<file path="src/rtl/ps2_host_tx.sv">
// PS/2 host-to-device transmitter: inhibits the bus, requests to send, then shifts one
// command byte plus odd parity out on device-generated clock edges and checks the ACK.
module ps2_host_tx #(
  parameter int INHIBIT_CYCLES = 5000,
  parameter int REQ_TIMEOUT    = 750000,
  parameter int XFER_TIMEOUT   = 100000
) (
  input  logic       clk,
  input  logic       iReset,
  input  logic [7:0] iData,
  input  logic       iSend,
  input  logic       iPs2Clk,
  input  logic       iPs2Dat,
  output logic       oClkDriveLow,
  output logic       oDatDriveLow,
  output logic       oBusy,
  output logic       oDone,
  output logic       oError
);

  localparam int MAX_A = (INHIBIT_CYCLES > REQ_TIMEOUT) ? INHIBIT_CYCLES : REQ_TIMEOUT;
  localparam int MAX_C = (MAX_A > XFER_TIMEOUT) ? MAX_A : XFER_TIMEOUT;
  localparam int TW    = $clog2(MAX_C + 1);

  typedef enum logic [3:0] {
    S_IDLE, S_INHIBIT, S_START, S_SHIFT, S_STOP, S_ACK, S_WAIT_IDLE, S_OK, S_FAIL
  } state_t;

  state_t        r_state, w_next;
  logic          r_clk_s1, r_clk_s2, r_clk_d;
  logic          r_dat_s1, r_dat_s2;
  logic [8:0]    r_shift;
  logic [3:0]    r_edge_cnt;
  logic [TW-1:0] r_timer;
  logic          r_dat_low;
  logic          w_fall, w_tc, w_accept;

  assign w_fall   = r_clk_d & ~r_clk_s2;
  assign w_tc     = (r_timer == '0);
  assign w_accept = (r_state == S_IDLE) && iSend;

  // Synchronisers idle high so reset release never looks like a falling edge.
  always_ff @(posedge clk or posedge iReset) begin
    if (iReset) begin
      r_clk_s1 <= 1'b1;
      r_clk_s2 <= 1'b1;
      r_clk_d  <= 1'b1;
      r_dat_s1 <= 1'b1;
      r_dat_s2 <= 1'b1;
    end else begin
      r_clk_s1 <= iPs2Clk;
      r_clk_s2 <= r_clk_s1;
      r_clk_d  <= r_clk_s2;
      r_dat_s1 <= iPs2Dat;
      r_dat_s2 <= r_dat_s1;
    end
  end

  always_ff @(posedge clk or posedge iReset) begin
    if (iReset) r_state <= S_IDLE;
    else        r_state <= w_next;
  end

  always_comb begin
    w_next       = r_state;
    oClkDriveLow = 1'b0;
    oDatDriveLow = 1'b0;
    oBusy        = 1'b1;
    oDone        = 1'b0;
    oError       = 1'b0;
    case (r_state)
      S_IDLE: begin
        oBusy = 1'b0;
        if (iSend) w_next = S_INHIBIT;
      end
      S_INHIBIT: begin
        oClkDriveLow = 1'b1;
        if (w_tc) w_next = S_START;
      end
      S_START: begin
        oClkDriveLow = 1'b1;
        oDatDriveLow = r_dat_low;
        w_next       = S_SHIFT;
      end
      S_SHIFT: begin
        oDatDriveLow = r_dat_low;
        if (w_fall) begin
          if (r_edge_cnt == 4'd8) w_next = S_STOP;
        end else if (w_tc) begin
          w_next = S_FAIL;
        end
      end
      S_STOP: begin
        oDatDriveLow = r_dat_low;
        if (w_fall)    w_next = S_ACK;
        else if (w_tc) w_next = S_FAIL;
      end
      S_ACK: begin
        if (w_fall)    w_next = r_dat_s2 ? S_FAIL : S_WAIT_IDLE;
        else if (w_tc) w_next = S_FAIL;
      end
      S_WAIT_IDLE: begin
        if (r_clk_s2 && r_dat_s2) w_next = S_OK;
        else if (w_tc)            w_next = S_FAIL;
      end
      S_OK: begin
        oBusy  = 1'b0;
        oDone  = 1'b1;
        w_next = S_IDLE;
      end
      S_FAIL: begin
        oBusy  = 1'b0;
        oError = 1'b1;
        w_next = S_IDLE;
      end
      default: w_next = S_IDLE;
    endcase
  end

  // Shared down-counter: inhibit length, then request timeout, then transfer timeout
  // (reloaded on the first device edge).
  always_ff @(posedge clk or posedge iReset) begin
    if (iReset) begin
      r_shift    <= '0;
      r_edge_cnt <= '0;
      r_timer    <= '0;
      r_dat_low  <= 1'b0;
    end else if (w_accept) begin
      r_shift    <= {~^iData, iData};
      r_edge_cnt <= '0;
      r_timer    <= TW'(INHIBIT_CYCLES - 1);
      r_dat_low  <= 1'b0;
    end else begin
      case (r_state)
        S_INHIBIT: begin
          if (!w_tc) r_timer   <= r_timer - 1'b1;
          else       r_dat_low <= 1'b1;
        end
        S_START: r_timer <= TW'(REQ_TIMEOUT - 1);
        S_SHIFT, S_STOP, S_ACK: begin
          if (w_fall) begin
            r_edge_cnt <= r_edge_cnt + 4'd1;
            if (r_edge_cnt == 4'd0) r_timer <= TW'(XFER_TIMEOUT - 1);
            else if (!w_tc)         r_timer <= r_timer - 1'b1;
            if (r_state == S_SHIFT) begin
              r_dat_low <= ~r_shift[0];
              r_shift   <= {1'b0, r_shift[8:1]};
            end else begin
              r_dat_low <= 1'b0;
            end
          end else if (!w_tc) begin
            r_timer <= r_timer - 1'b1;
          end
        end
        S_WAIT_IDLE: if (!w_tc) r_timer <= r_timer - 1'b1;
        default: r_dat_low <= 1'b0;
      endcase
    end
  end

endmodule

</file>
<file path="config.mk">
export PLATFORM = sky130hd
export DESIGN_NAME = ps2_host_tx
export DESIGN_NICKNAME = d
export VERILOG_FILES = /design/src/rtl/ps2_host_tx.sv
export SDC_FILE = /design/constraint.sdc
export NUM_CORES = 1
export LEC_CHECK = 0
export BUFFER_PORTS_ARGS = -buffer_cell sky130_fd_sc_hd__buf_2
export CAP_MARGIN = 20
export CORE_ASPECT_RATIO = 1.1
export CORE_MARGIN = 4
export CORE_UTILIZATION = 58
export DETAILED_ROUTE_END_ITERATION = 8
export HOLD_SLACK_MARGIN = 0.08
export PLACE_DENSITY = 0.85
export SYNTH_ARGS = -nofsm -noshare
export SYNTH_HDL_FRONTEND = slang
export SYNTH_SLANG_ARGS = --single-unit
</file>
<file path="constraint.sdc">
create_clock -name clk -period 2.9 [get_ports clk]
set_input_delay 0.58 -clock clk [delete_from_list [all_inputs] [get_ports clk]]
set_output_delay 0.58 -clock clk [all_outputs]
set_load 0.02 [all_outputs]
</file>
==> flow_results.org <==
** Setup path
- The worst setup path is captured at an output port.
- Longest individual stage delay on the worst path :: 0.50 ns
- FF-to-FF End :: r_timer[14]
- Count of cells along the worst register-to-register path :: 7
- Start point of the critical path :: r_state[2]
- Category of the critical setup timing path :: register to output port
- Highest net fanout along the worst path :: 13
- STA puts the critical path data required time at 2.32 ns.
- Walking the worst path, the cells encountered are buf_4, nand2b_1, nor2_1, a21oi_1, nor3b_1, buf_2.
- In this run the critical register-to-register path is launched from r_edge_cnt[0].
- The worst setup path is launched from a register.
- STA puts the critical path data arrival time at 1.68 ns.
- In this run the register-to-register setup slack is 0.66 ns.
- Cell type of the slowest stage on the worst timing path :: dfrtp_1

** Yosys
- Yosys instantiated no cell more often than dfrtp_1.
- After synthesis, the mean cell area works out to 8.96 um^2.
- Post-synthesis async set-or-reset flop share :: 100%
- Ranked by total cell area, the synthesized netlist is headed by dfrtp_1 (35%), dfstp_2 (4.8%), o21ai_0 (4.6%).
- Cell type with the highest aggregate area in the netlist :: dfrtp_1
- For this run, the leading register cell type out of synthesis is dfrtp_1.
- In this run, distinct cell masters in the synthesized netlist total 64.
- Synth Net Count :: 322
- Leading post-synthesis cells by instance count :: dfrtp_1 (38), nor2_1 (27), o21ai_0 (25)
- Netlist area before placement :: 2730 um^2
- Synthesis-stage register bit count :: 43
- Portion of synthesized cell area occupied by the leading cell type :: 34.8%
- Yosys printed 0 warnings.
- In this run, synthesis inferred 0 flip-flops with an integrated enable.
- Synthesis produced a netlist whose cell count is 305.
- Summing the sequential cell areas from Yosys gives 39.6% of the chip area.

** Hold path
- The path with the worst hold slack has its endpoint at r_clk_s2.
- Source of the worst hold timing path :: r_clk_s1
- Along the worst hold path, the cell count comes to 0.
- The tightest min-delay check is of the register to register type.

** Clocking
- The number of hold buffers added after CTS was 0.
- Reg clk slew, reported paths :: 0.08 ns
- Max clock buf depth :: 2
- Number of sinks driven by the clock tree :: 43
- Count of cells resized by post-cts repair :: 0
- The later pin in the worst-skew pair is clocked with a latency of 0.30 ns.
- Cts bufs inserted :: 5
- Clk Tree Root Cell :: clkbuf_8
- CTS built an H-tree with a depth of 2.
- TritonCTS built the clock tree.
- Setup repair bufs after CTS :: 0

** Global route
- Across every metal layer, demand over resource in global routing totals 23.0%.
- First-pass GRT wire length :: 10.6 mm
- Pin count of the biggest net entering global routing :: 44
- The number of global-route vias before repair was 2256.
- GRT overflow :: 0
- The number of antenna violations at the first check in global routing is 0.

** Run status
- Status :: completed

** Route
- Starting DRC count in detailed routing :: 161
- Routed WL per cell :: 16.1 um
- Per-cell via count in the routed design :: 6.32
- Vias after detailed routing :: 2362
- For this run, the detailed router's first-pass iteration total came to 4.
- Once detail routing completed, the nets flagged for antenna violations numbered 0.
- For this run, design rule violations remaining after detail routing come to 0.
- The final layout contains routed wiring with a total length of 6.04 mm.

** Placed design
- Setup WS pre-CTS :: 0.687 ns
- Once placement finished, the instance area stood at 2860 um^2.
- Summed over all nets, the half-perimeter wirelength after detailed placement is 4.41 mm.
- Number of buffer cells added on primary ports :: 17
- Routability-driven placement finished with a final weighted congestion of 0.927.
- Cells after DPL :: 366

** Timing
- Final setup margin :: 0.644 ns
- Rel. slew slack :: 59.4%
- Setup repair after global routing left no endpoint under its margin.
- At the pin with the least slew margin, the transition time is 0.609 ns.
- Number of endpoints failing setup at the final stage :: 0
- Maximum clock skew at final layout :: 0.00563 ns
- Ratio of final minimum period to clock period :: 77.8%
- Subtracting the final worst setup slack from the clock period gives 2.26 ns.
- The number of slew-limit violations in the final report is 0.
- Number of endpoints with negative hold slack in the final report :: 0
- After routing, the total negative slack on setup checks comes to 0 ns.
- Static timing analysis puts the maximum clock frequency at 0.443 GHz.

** Job
- Across the run, the number of max-cap violations was 0.

** Die
- For this configuration, the core starts out at a cell density of 61.5%.
- The die is 73.5 um wide.
- Measured along the y axis, the die boundary spans 80.0 um.
- In this run the core area contains 25 standard-cell rows.
- I/O pin count :: 18
- The core region is 4440 um^2.
- The die covers 5880 um^2.

** Cells and area
- Fin util :: 66.6%
- The finished cells cover 2960 um^2.
- From synthesis to final layout, the design area changed by 8.24%.
- After the flow finishes, the layout carries non-filler instances totaling 374.
- Final #Nets :: 336
- Of the cells placed in the final design, the portion with a size suffix greater than 1 is 15.0%.
- The repair_antennas step left the layout with diodes totalling 0.

** Pwr
- Static Leak :: 1.24 nW
- Power spread over the standard cell area amounts to 979 nW/um^2.
- IR analysis of the VDD net gives a maximum drop of 630 uV.
==> cell type report <==
cell class	count	area [um^2]
clock inverters	2	16.3
clock buffers	6	82.6
flip-flops and latches	43	1080
well taps	54	67.6
multi-input cells	235	1530
fillers	356	1480
inverters	9	33.8
repair buffers	25	145
==> sequential cells by signal (all words and copies together) (netlist names) <==
| name | flops |
|---|---|
| r_edge_cnt | 4 |
| r_dat_low | 1 |
| r_dat_s1 | 1 |
| r_clk_d | 1 |
| r_shift | 9 |
| r_clk_s1 | 1 |
| r_clk_s2 | 1 |
| r_dat_s2 | 1 |
| r_state | 4 |
| r_timer | 20 |
==> cell families (layout without fill, tap and decap cells) <==
kind of cell | count (synthesis) | after routing | share of synthesized area (%)
fa+ha+maj | 5 | 5 | 2.20
flops | 43 | 43 | 39.6
compound gates | 87 | 87 | 21.0
xor+xnor | 14 | 14 | 4.49
simple gates | 118 | 118 | 24.3
mux | 11 | 11 | 4.07
buf+inv | 27 | 42 | 4.39
==> through the flow <==
stage                     hold slack (ns)  total power, W
after CTS                           0.360         0.00290
after floorplan                     0.345         0.00215
after global routing                0.361         0.00316
final                               0.359         0.00290
after global placement              0.346         0.00243
after detailed placement            0.348         0.00249
==> worst max path at each step <==
stage | to | slack [ns] | cells after the start
final | oDatDriveLow | 0.64 | 6
after detailed placement | r_timer[14] | 0.69 | 7
after global routing | oDatDriveLow | 0.47 | 6
after CTS | oDatDriveLow | 0.63 | 6
after floorplan | oDatDriveLow | 0.87 | 4
after global placement | r_timer[14] | 0.80 | 7
==> report_power, final <==
group / leakage, nW / switching (W) / internal (W) / total (W)
sequential: 0.518 / 0.000278 / 0.000839 / 0.00112
clock: 0.0474 / 0.000208 / 0.000194 / 0.000402
combinational: 0.676 / 0.000789 / 0.000588 / 0.00138
total: 1.24 / 0.00128 / 0.00162 / 0.00290
==> per-layer routing <==
| layer | vias to the layer above | part of all wire, % | GRT usage [%] |
|---|---|---|---|
| met1 | 1141 | 44 | 31.1 |
| met2 | 71 | 49 | 36.7 |
| met5 | - | 0 | 0 |
| met4 | 0 | 1.2 | 6.70 |
| met3 | 8 | 5.8 | 4.79 |
| li1 | 1142 | - | - |
==> placed cells by master (no fill, tap or decap), types with 2 or more instances in the layout <==
cell type,n
ha_1,4
nor4b_1,2
a21o_1,3
nor2b_1,4
nor3b_1,7
clkbuf_8,6
a21oi_1,15
dfrtp_1,38
o311a_1,2
and3_1,2
nand2_1,23
o31a_1,4
buf_2,17
a221o_1,2
buf_4,8
a22o_1,2
nor3_2,3
or3_1,4
xnor2_1,9
nor4_1,3
o21ai_0,25
nand4_1,7
nor2_1,27
a31oi_1,5
a211o_1,2
mux2i_1,10
a211oi_1,2
inv_1,8
o21a_1,3
nand3_1,7
o21ai_1,5
dfstp_2,5
xor2_1,5
o211ai_1,5
nand2b_1,7
nor3_1,5
and2_1,6
==> worst max-delay path: cells and delay by family (launching register included) <==
kind	cells	cell delay (ns)
compound gates	1	0.05
flops	1	0.50
buf+inv	2	0.43
simple gates	3	0.41
No activity file was read; power rests on OpenSTA's default activity.
